**src/rtl/ssd_pkg.sv**
```systemverilog
// Shared definitions for the seven-segment scan controller: segment code table
// and width/polarity helpers.
package ssd_pkg;

  localparam logic [6:0] SEG_CODES [16] = '{
    7'h7E, 7'h30, 7'h6D, 7'h79, 7'h33, 7'h5B, 7'h5F, 7'h70,
    7'h7F, 7'h7B, 7'h77, 7'h1F, 7'h4E, 7'h3D, 7'h4F, 7'h47
  };

  function automatic int clog2(input int n);
    int r;
    r = 0;
    for (int v = n - 1; v > 0; v = v >> 1) begin
      r = r + 1;
    end
    return (r < 1) ? 1 : r;
  endfunction

  // Idle level of an 8-bit output bus for the given drive polarity.
  function automatic logic [7:0] off_level(input bit active_low);
    return active_low ? 8'hFF : 8'h00;
  endfunction

endpackage

```
**src/rtl/ssd_hex_decoder.sv**
```systemverilog
// Combinational nibble to active-high {a..g} segment code.
module ssd_hex_decoder
  import ssd_pkg::*;
(
  input  logic [3:0] nibble_i,
  output logic [6:0] code_o
);

  assign code_o = SEG_CODES[nibble_i];

endmodule

```
**src/rtl/ssd_scan_ctrl.sv**
```systemverilog
// N-digit multiplexed seven-segment driver with per-frame snapshot, anti-ghost
// blanking and leading-zero suppression. Optional PWM dimming: SSD_SCAN_DIMMING_EN.
module ssd_scan_ctrl
  import ssd_pkg::*;
#(
  parameter int NUM_DIGITS   = 8,
  parameter int PRESCALE     = 262144,
  parameter int BLANK_CYCLES = 4,
  parameter int ACTIVE_LOW   = 1
) (
  input  logic                          clk,
  input  logic                          rst,
  input  logic [4*NUM_DIGITS-1:0]       value,
  input  logic [NUM_DIGITS-1:0]         dp_in,
  input  logic [NUM_DIGITS-1:0]         digit_en,
  input  logic                          lz_en,
`ifdef SSD_SCAN_DIMMING_EN
  input  logic [3:0]                    brightness,
`endif
  output logic [NUM_DIGITS-1:0]         an,
  output logic [7:0]                    seg,
  output logic [clog2(NUM_DIGITS)-1:0]  digit_idx
);

  localparam int PW = clog2(PRESCALE);
  localparam int IW = clog2(NUM_DIGITS);
  localparam logic [PW-1:0] PRE_LAST = PW'(PRESCALE - 1);
  localparam logic [PW-1:0] BLANK_TH = PW'(BLANK_CYCLES);
  localparam logic [IW-1:0] IDX_LAST = IW'(NUM_DIGITS - 1);
  localparam logic [NUM_DIGITS-1:0] ANODE_OFF = (ACTIVE_LOW != 0) ? '1 : '0;
  localparam logic [7:0] SEG_OFF = off_level(ACTIVE_LOW != 0);

  logic [PW-1:0]           pre_q, pre_d;
  logic [IW-1:0]           idx_q, idx_d;
  logic [4*NUM_DIGITS-1:0] snap_val_q, snap_val_d;
  logic [NUM_DIGITS-1:0]   snap_dp_q, snap_dp_d;
  logic                    prime_q, prime_d;
  logic [NUM_DIGITS-1:0]   an_q, an_d;
  logic [7:0]              seg_q, seg_d;

  logic                    tick_s, load_s, on_s, dp_s, zero_run_s;
  logic [3:0]              nib_s;
  logic [6:0]              code_s;
  logic [NUM_DIGITS-1:0]   lz_s;

`ifdef SSD_SCAN_DIMMING_EN
  logic [3:0] pwm_q;

  // Free-running duty-cycle counter compared against brightness.
  always_ff @(posedge clk or posedge rst) begin
    if (rst) begin
      pwm_q <= 4'd0;
    end else begin
      pwm_q <= pwm_q + 4'd1;
    end
  end
`endif

  // Prescaler, digit index and frame snapshot next-state.
  always_comb begin
    tick_s  = (pre_q == PRE_LAST);
    load_s  = prime_q || (tick_s && (idx_q == IDX_LAST));
    prime_d = 1'b0;
    if (tick_s) begin
      pre_d = '0;
      if (idx_q == IDX_LAST) begin
        idx_d = '0;
      end else begin
        idx_d = idx_q + IW'(1);
      end
    end else begin
      pre_d = pre_q + PW'(1);
      idx_d = idx_q;
    end
    if (load_s) begin
      snap_val_d = value;
      snap_dp_d  = dp_in;
    end else begin
      snap_val_d = snap_val_q;
      snap_dp_d  = snap_dp_q;
    end
  end

  // A digit is a leading zero when it and every more significant nibble are zero.
  always_comb begin
    zero_run_s = 1'b1;
    lz_s       = '0;
    for (int i = NUM_DIGITS - 1; i >= 0; i--) begin
      zero_run_s = zero_run_s && (snap_val_q[4*i +: 4] == 4'h0);
      if (i > 0) begin
        lz_s[i] = lz_en && zero_run_s;
      end else begin
        lz_s[i] = 1'b0;
      end
    end
  end

  assign nib_s = snap_val_q[{idx_q, 2'b00} +: 4];
  assign dp_s  = snap_dp_q[idx_q];

  ssd_hex_decoder u_dec (
    .nibble_i (nib_s),
    .code_o   (code_s)
  );

  // Anode/segment values for the addressed digit, before polarity.
  always_comb begin
    on_s = (pre_q >= BLANK_TH) && digit_en[idx_q] && (!lz_s[idx_q] || dp_s);
`ifdef SSD_SCAN_DIMMING_EN
    on_s = on_s && (pwm_q <= brightness);
`endif
    an_d = '0;
    if (on_s) begin
      an_d[idx_q] = 1'b1;
    end else begin
      an_d = '0;
    end
    seg_d = {(lz_s[idx_q] ? 7'h00 : code_s), dp_s};
  end

  // State and output registers; XOR with the idle level applies polarity.
  always_ff @(posedge clk or posedge rst) begin
    if (rst) begin
      pre_q      <= '0;
      idx_q      <= '0;
      snap_val_q <= '0;
      snap_dp_q  <= '0;
      prime_q    <= 1'b1;
      an_q       <= ANODE_OFF;
      seg_q      <= SEG_OFF;
    end else begin
      pre_q      <= pre_d;
      idx_q      <= idx_d;
      snap_val_q <= snap_val_d;
      snap_dp_q  <= snap_dp_d;
      prime_q    <= prime_d;
      an_q       <= an_d ^ ANODE_OFF;
      seg_q      <= seg_d ^ SEG_OFF;
    end
  end

  assign an        = an_q;
  assign seg       = seg_q;
  assign digit_idx = idx_q;

endmodule
```
**config.mk**
```make
export PLATFORM = sky130hd
export DESIGN_NAME = ssd_scan_ctrl
export DESIGN_NICKNAME = d
export VERILOG_FILES = /design/src/rtl/ssd_pkg.sv /design/src/rtl/ssd_hex_decoder.sv /design/src/rtl/ssd_scan_ctrl.sv
export SDC_FILE = /design/constraint.sdc
export NUM_CORES = 1
export LEC_CHECK = 0
export BUFFER_PORTS_ARGS = -buffer_cell sky130_fd_sc_hd__buf_2
export CAP_MARGIN = 20
export CORE_ASPECT_RATIO = 0.8
export CORE_MARGIN = 3
export CORE_UTILIZATION = 51
export CTS_CLUSTER_DIAMETER = 80
export DETAILED_ROUTE_END_ITERATION = 16
export PLACE_DENSITY_LB_ADDON = 0.3
export SYNTH_ARGS = -nofsm -noshare
export SYNTH_HDL_FRONTEND = slang
export SYNTH_SLANG_ARGS = --single-unit
```
**constraint.sdc**
```tcl
create_clock -name clk -period 2.5 [get_ports clk]
set_input_delay 0.125 -clock clk [delete_from_list [all_inputs] [get_ports clk]]
set_output_delay 0.125 -clock clk [all_outputs]
set_load 0.1 [all_outputs]
```
## Word level (Yosys, flattened, before mapping)

Memories as Yosys holds them, arrays and structs flattened.
Index checks and enable logic that the tools add are counted.

| storage, ports and cells | value |
|---|---|
| register bits | 78 |
| ROM bits | 112 |
| bits of input ports | 51 |
| output and inout bits | 19 |
| logic and storage cells | 61 |
| memories | 1 |

Memory list:

| name | words | width | rd ports | clocked after memory_dff | wr ports | RTL line | source |
|---|---|---|---|---|---|---|---|
| (name not given) | 16 | 7 | 1 | 0 | 0 | ssd_hex_decoder.sv:9 | `assign code_o = SEG_CODES[nibble_i];` |

| operators by class | value |
|---|---|
| add/subtract/negate cells | 2 |
| $lt $le $gt $ge | 4 |
| equality and inequality tests | 2 |
| shift-type cells | 1 |
| multiplexer cells | 14 |
| bitwise logic cells | 3 |
| reduce and logical (&&, ||, !) cells | 27 |

Operators by type and width:

| cell | count |
|---|---|
| 32-bit by 6-bit variable part select with 4-bit output | 1 |
| 4-bit zero test | 7 |
| 7-bit 2-to-1 mux | 3 |
| 18-bit by 1-bit adder with 18-bit output, second input constant | 1 |
| 18-bit == test, second input constant | 1 |
| 18-bit by 3-bit greater-or-equal comparator with 1-bit output, second input constant | 1 |
| 18-bit 2-to-1 mux | 1 |
| 1-bit logical AND | 17 |
| 8-bit inverter | 2 |
| 1-bit binary-select mux with 3-bit select | 3 |
| 8-bit 2-to-1 mux | 1 |
| 5-bit greater-or-equal comparator, second input constant | 1 |
| 4-bit inverter with 5-bit output | 1 |
| 3-bit by 4-bit < comparator with 1-bit output, second input constant | 1 |
| 1-bit 2-to-1 mux | 4 |
| 3-bit by 1-bit adder with 3-bit output, second input constant | 1 |
| 1-bit demux with 3-bit select | 1 |
| 3-bit == test, second input constant | 1 |
| 3-bit by 1-bit greater-or-equal comparator with 1-bit output, second input constant | 1 |
| 3-bit 2-to-1 mux | 1 |
| 1-bit logical OR | 2 |
| 1-bit zero test | 1 |

## Longest topological paths before layout

| logic depth | value |
|---|---|
| word-level depth | 15 |
| depth in mapped cells | 11 |
| depth with buffers taken out | 8 |

## By module

From an unflattened synthesis, not the netlist that was laid out.

| second synthesis, totals | value |
|---|---|
| cells, all modules | 322 |
| area, all modules | 4,031.4 um^2 |

By module, submodules not included:

| module | instances | cells each | area an instance (um^2) | sequential area each (um^2) |
|---|---|---|---|---|
| ssd_scan_ctrl | 1 | 289 | 3,747.3 | 1,973.1 |
| ssd_hex_decoder | 1 | 33 | 284.0 | 0.0 |

## Worst setup path before layout

No wires, ideal clock.

| timing | value |
|---|---|
| kind | flip-flop to flip-flop |
| start | register idx_q[2] (netlist: digit_idx[2]) |
| end | register seg_q[4] (netlist: seg[4]) |
| library setup time | 0.084 ns |
| arrival | 2.967 ns |
| data required time | 2.416 ns |
| setup slack | -0.550 ns |
| cell stages (with the launch flop) | 12 |
| buffers on the path | 3 |
| clock period less this slack | 3.050 ns |
| cells stage by stage | dfrtp_1 > buf_6 > buf_6 > buf_4 > mux2_4 > a22o_1 > a21oi_2 > inv_1 > ha_1 > mux2i_1 > nor2_1 > a311o_1 |

| on the way | value |
|---|---|
| longest elaborated chain between the ends | 7 |
| elaborated cells on any way between the ends | 9 |
| classes of those cells | shift: 1; mux: 5; bitwise: 2; memory: 1 |

RTL lines:

| item | RTL line | source |
|---|---|---|
| start, declared | ssd_scan_ctrl.sv:34 | `logic [IW-1:0] idx_q, idx_d;` |
| start signal, assigned | ssd_scan_ctrl.sv:133 | `idx_q <= idx_d;` |
| 32-bit by 6-bit variable part select with 4-bit output | ssd_scan_ctrl.sv:98 | `assign nib_s = snap_val_q[{idx_q, 2'b00} +: 4];` |
| 4-bit inverter with 5-bit output (not written as such) | ssd_hex_decoder.sv:9 |  |
| memory read 16 x 7 bit | -- |  |
| 7-bit 2-to-1 mux (not written as such) (2 in a row) | ssd_hex_decoder.sv:9 |  |
| 7-bit 2-to-1 mux * | ssd_scan_ctrl.sv:118 | `seg_d = {(lz_s[idx_q] ? 7'h00 : code_s), dp_s};` |
| 8-bit inverter (no line) * | -- |  |
| end signal, assigned | ssd_scan_ctrl.sv:138 | `seg_q <= seg_d ^ SEG_OFF;` |
| end, declared | ssd_scan_ctrl.sv:39 | `logic [7:0] seg_q, seg_d;` |

Every way passes the cells marked *; elsewhere a longest branch is shown, timed or not. The select of a mux whose other input is x is not followed.
A chain may end at the register's enable or synchronous reset.

## Worst setup path in the final report

| timing | value |
|---|---|
| start | register idx_q[1] (netlist: digit_idx[1]) |
| end | register seg_q[4] (netlist: seg[4]) |

The elaborated chain is that of the path after synthesis.

==> flow_summary.ini <==
[critical_path]
worstPathMaxFanout = 22
r2r_start = digit_idx[1]
critPathKind = reg -> reg
slowest_delay_ps = 590
crit_path_start_kind = flip-flop
worstRegToRegCells = 8
arrival_ps = 2680
end_kind = flip-flop
crit_required_ps = 2760
cpMaxStageDelayCell = dfrtp_4
r2r-end = seg[4]
r2r_setup_slack_ps = 80
critPathCapture = seg[4]
crit_path_cell_trace = and2_1, a221o_1, a21oi_4, inv_2, ha_4, mux2i_1, nor2_1, a311o_1
crit_path_start = digit_idx[1]

[clock_tree]
cts.sinks = 78
cts_buffer_depth = 2
cts_tree = done
cts_made_buffers = 9
h-tree-depth = 3
root_buffer = clkbuf_8
clock_latency_ps = 340
path_clk_slew_ps = 80

[route]
drc = 0
vias = 2865
wl_per_cell_microns = 16.98
ant_nets = 0
first_pass_iters = 5
routed_wirelength_microns = 8883
dr.first_iter.drc_count = 284
vias_per_cell = 5.478

[power]
power_uw = 3143
combPwrFrac_pct = 17.4
clockPowerShare_pct = 36.9
p_leak_uw = 0.002303
power.density_nw_per_um2 = 633.8
internal_power_uw = 2311
power_switching_uw = 832.1
seqPwrFrac_pct = 45.8
vdd_drop_max_v = 0.0004193
p_sw_share_pct = 26.47

[synthesis]
synthCells = 325
yosys-top-cells-area = dfrtp_1 (38%), mux2_4 (15%), dfstp_2 (11%)
synth_ff_type = dfrtp_1
netlist_area_sq_um = 4046
synth_edf_count = 0
synth_top_area_share_pct = 37.72
ys_seq_elements = 78
yosysWarnings = 0
avgSynthCellArea_sq_um = 12.45
synth_nets = 386
synth.distinct_cells = 55
ys_async_sr_fraction_pct = 100.0
yosysTopAreaCell = dfrtp_1
ys_seq_area_share_pct = 48.76

[timing]
worstMarginPinSlew_ps = 709.6
report.final.slew_viol_count = 0
max_freq_mhz = 414.0
max_slew_margin_pct = 52.62
setup_viol = 0
hold_viol = 0
fin_crit_ps = 2415
fin_crit_sh_pct = 96.61
skew_ps = 7.704

[global_routing]
grt_pass1_vias = 2676
grt.met2_usage_pct = 29.92
use_met3_pct = 6.170
grt_remaining_overflow = 0
grt_pass1_wl_microns = 14080
use_met1_pct = 28.58
grt_max_degree = 45
antenna_found_initial = 0
grt_usage_pct = 19.95
busiest_layer = met2

[placement]
port_buffers = 69
place_hpwl_microns = 6428
gp_congestion = 0.9061

[cells_and_area]
register_area_sq_um = 1982
utilization_pct = 65.54
layout_commonest_cell = buf_2
nNetsFinal = 474
area_growth_pct = 22.57
multi_input_area_sq_um = 1977
drive_above_1_share_pct = 41.87
fillers = 607
final_cell_mix = buf_2 (69), dfrtp_1 (58), mux2_4 (41)
num_antenna_cells = 0

[outcome]
outcome = finished, final reports clean

[die]
start_util_pct = 53.47
ios = 70
design.core.area_sq_um = 7567
dieArea_sq_um = 9045
fp.dieH_microns = 85.67
die_w_microns = 105.6
row_count = 28

[flow_run]
drv_cap = 0

[worst_hold_path]
min_from = value[18]
hp-class = in -> reg
-- flip-flops by register name (all words and copies together), names as in the netlist --
signal and flops:
snap_val_q 32, pre_q 18, an 8, seg 8, snap_dp_q 8, digit_idx 3
prime_q 1
-- power by group through the flow --
stage                     combinational, uW  sequential [uW]  clock (uW)
after global routing                    580             1450        1240
after floorplan                         257             1600           0
after global placement                  517             1460           0
after CTS                               529             1440        1170
after detailed placement                525             1460           0
final                                   546             1440        1160
-- synth_stat cells, types with 3 or more instances --
master	n
and3_1	4
buf_2	5
nand2b_1	4
nand3b_1	3
dfstp_2	17
nor2_1	21
ha_1	10
inv_1	9
nand3_1	9
mux2_2	6
buf_6	6
a21oi_1	8
dfrtp_1	61
o211ai_1	5
mux2_4	41
nor2b_1	4
o21ai_0	9
or3_1	3
nor4_1	11
xnor2_1	7
xor2_1	8
nor3b_1	4
nand2_1	19
mux2i_1	7
buf_4	3
-- layout make-up --
type | instances | share of cell area (%)
inverters | 10 | 0.7568
well taps | 105 | 2.649
multi-input cells | 221 | 39.86
clock inverters | 3 | 1.816
repair buffers | 93 | 11.76
flip-flops and latches | 78 | 39.96
clock buffers | 13 | 3.204
-- routing by layer --
metal	routed length (microns)	vias up	share of wire [%]
met2	4104	109	46
met1	4182	1409	47
li1	-	1345	-
met4	43	0	0.48
met3	552	2	6.2
met5	0	-	0
-- worst max-delay path, delay by kind of cell, from the launching register on --
family                   cells  cell delay, ps
multiplexers                 1             130
AND/OR/NAND/NOR              2             330
flip-flops                   1             590
AO/OA/AOI/OAI                3             980
buffers and inverters        1             110
adder cells (fa/ha/maj)      1             190
-- how the worst min path moves through the flow --
stage / endpoint / cells after the start
after global placement: snap_dp_q[7] / 2
final: snap_val_q[18] / 2
after detailed placement: snap_dp_q[7] / 2
after CTS: snap_val_q[18] / 2
after global routing: snap_val_q[24] / 2
after floorplan: snap_dp_q[0] / 1
-- timing repair --
action | 4_1_cts | 5_1_grt
resized for setup | 0 | 3
buffers inserted | 0 | 4
endpoints found under the hold margin | 20 | 10
hold buffers | 3 | 10
endpoints found under the setup margin | 0 | 1
-- stage by stage --
stage	setup slack [ps]	cells	cell area (sq um)	TNS [ps]	hold WS, ps
after global placement	199.4	490	4534	0	280.7
final	84.75	523	4960	0	17.07
after CTS	94.43	509	4813	0	1.375
after floorplan	-109.8	325	4101	-162.7	273.5
after global routing	-4.100	523	4960	-4.100	0.8325
after detailed placement	107.6	490	4534	0	283.5
-- cell families (layout without fill, tap and decap cells) --
group | Yosys count | in the layout | share of synthesized area (%)
AO/OA/AOI/OAI | 44 | 44 | 7.948
XOR/XNOR | 15 | 15 | 3.247
adder cells (fa/ha/maj) | 10 | 10 | 3.092
buffers and inverters | 26 | 119 | 3.958
flip-flops | 78 | 78 | 48.76
multiplexers | 56 | 56 | 19.73
other | 1 | 1 | 0.09268
AND/OR/NAND/NOR | 95 | 95 | 13.17
Power figures use the tool's default switching activity.
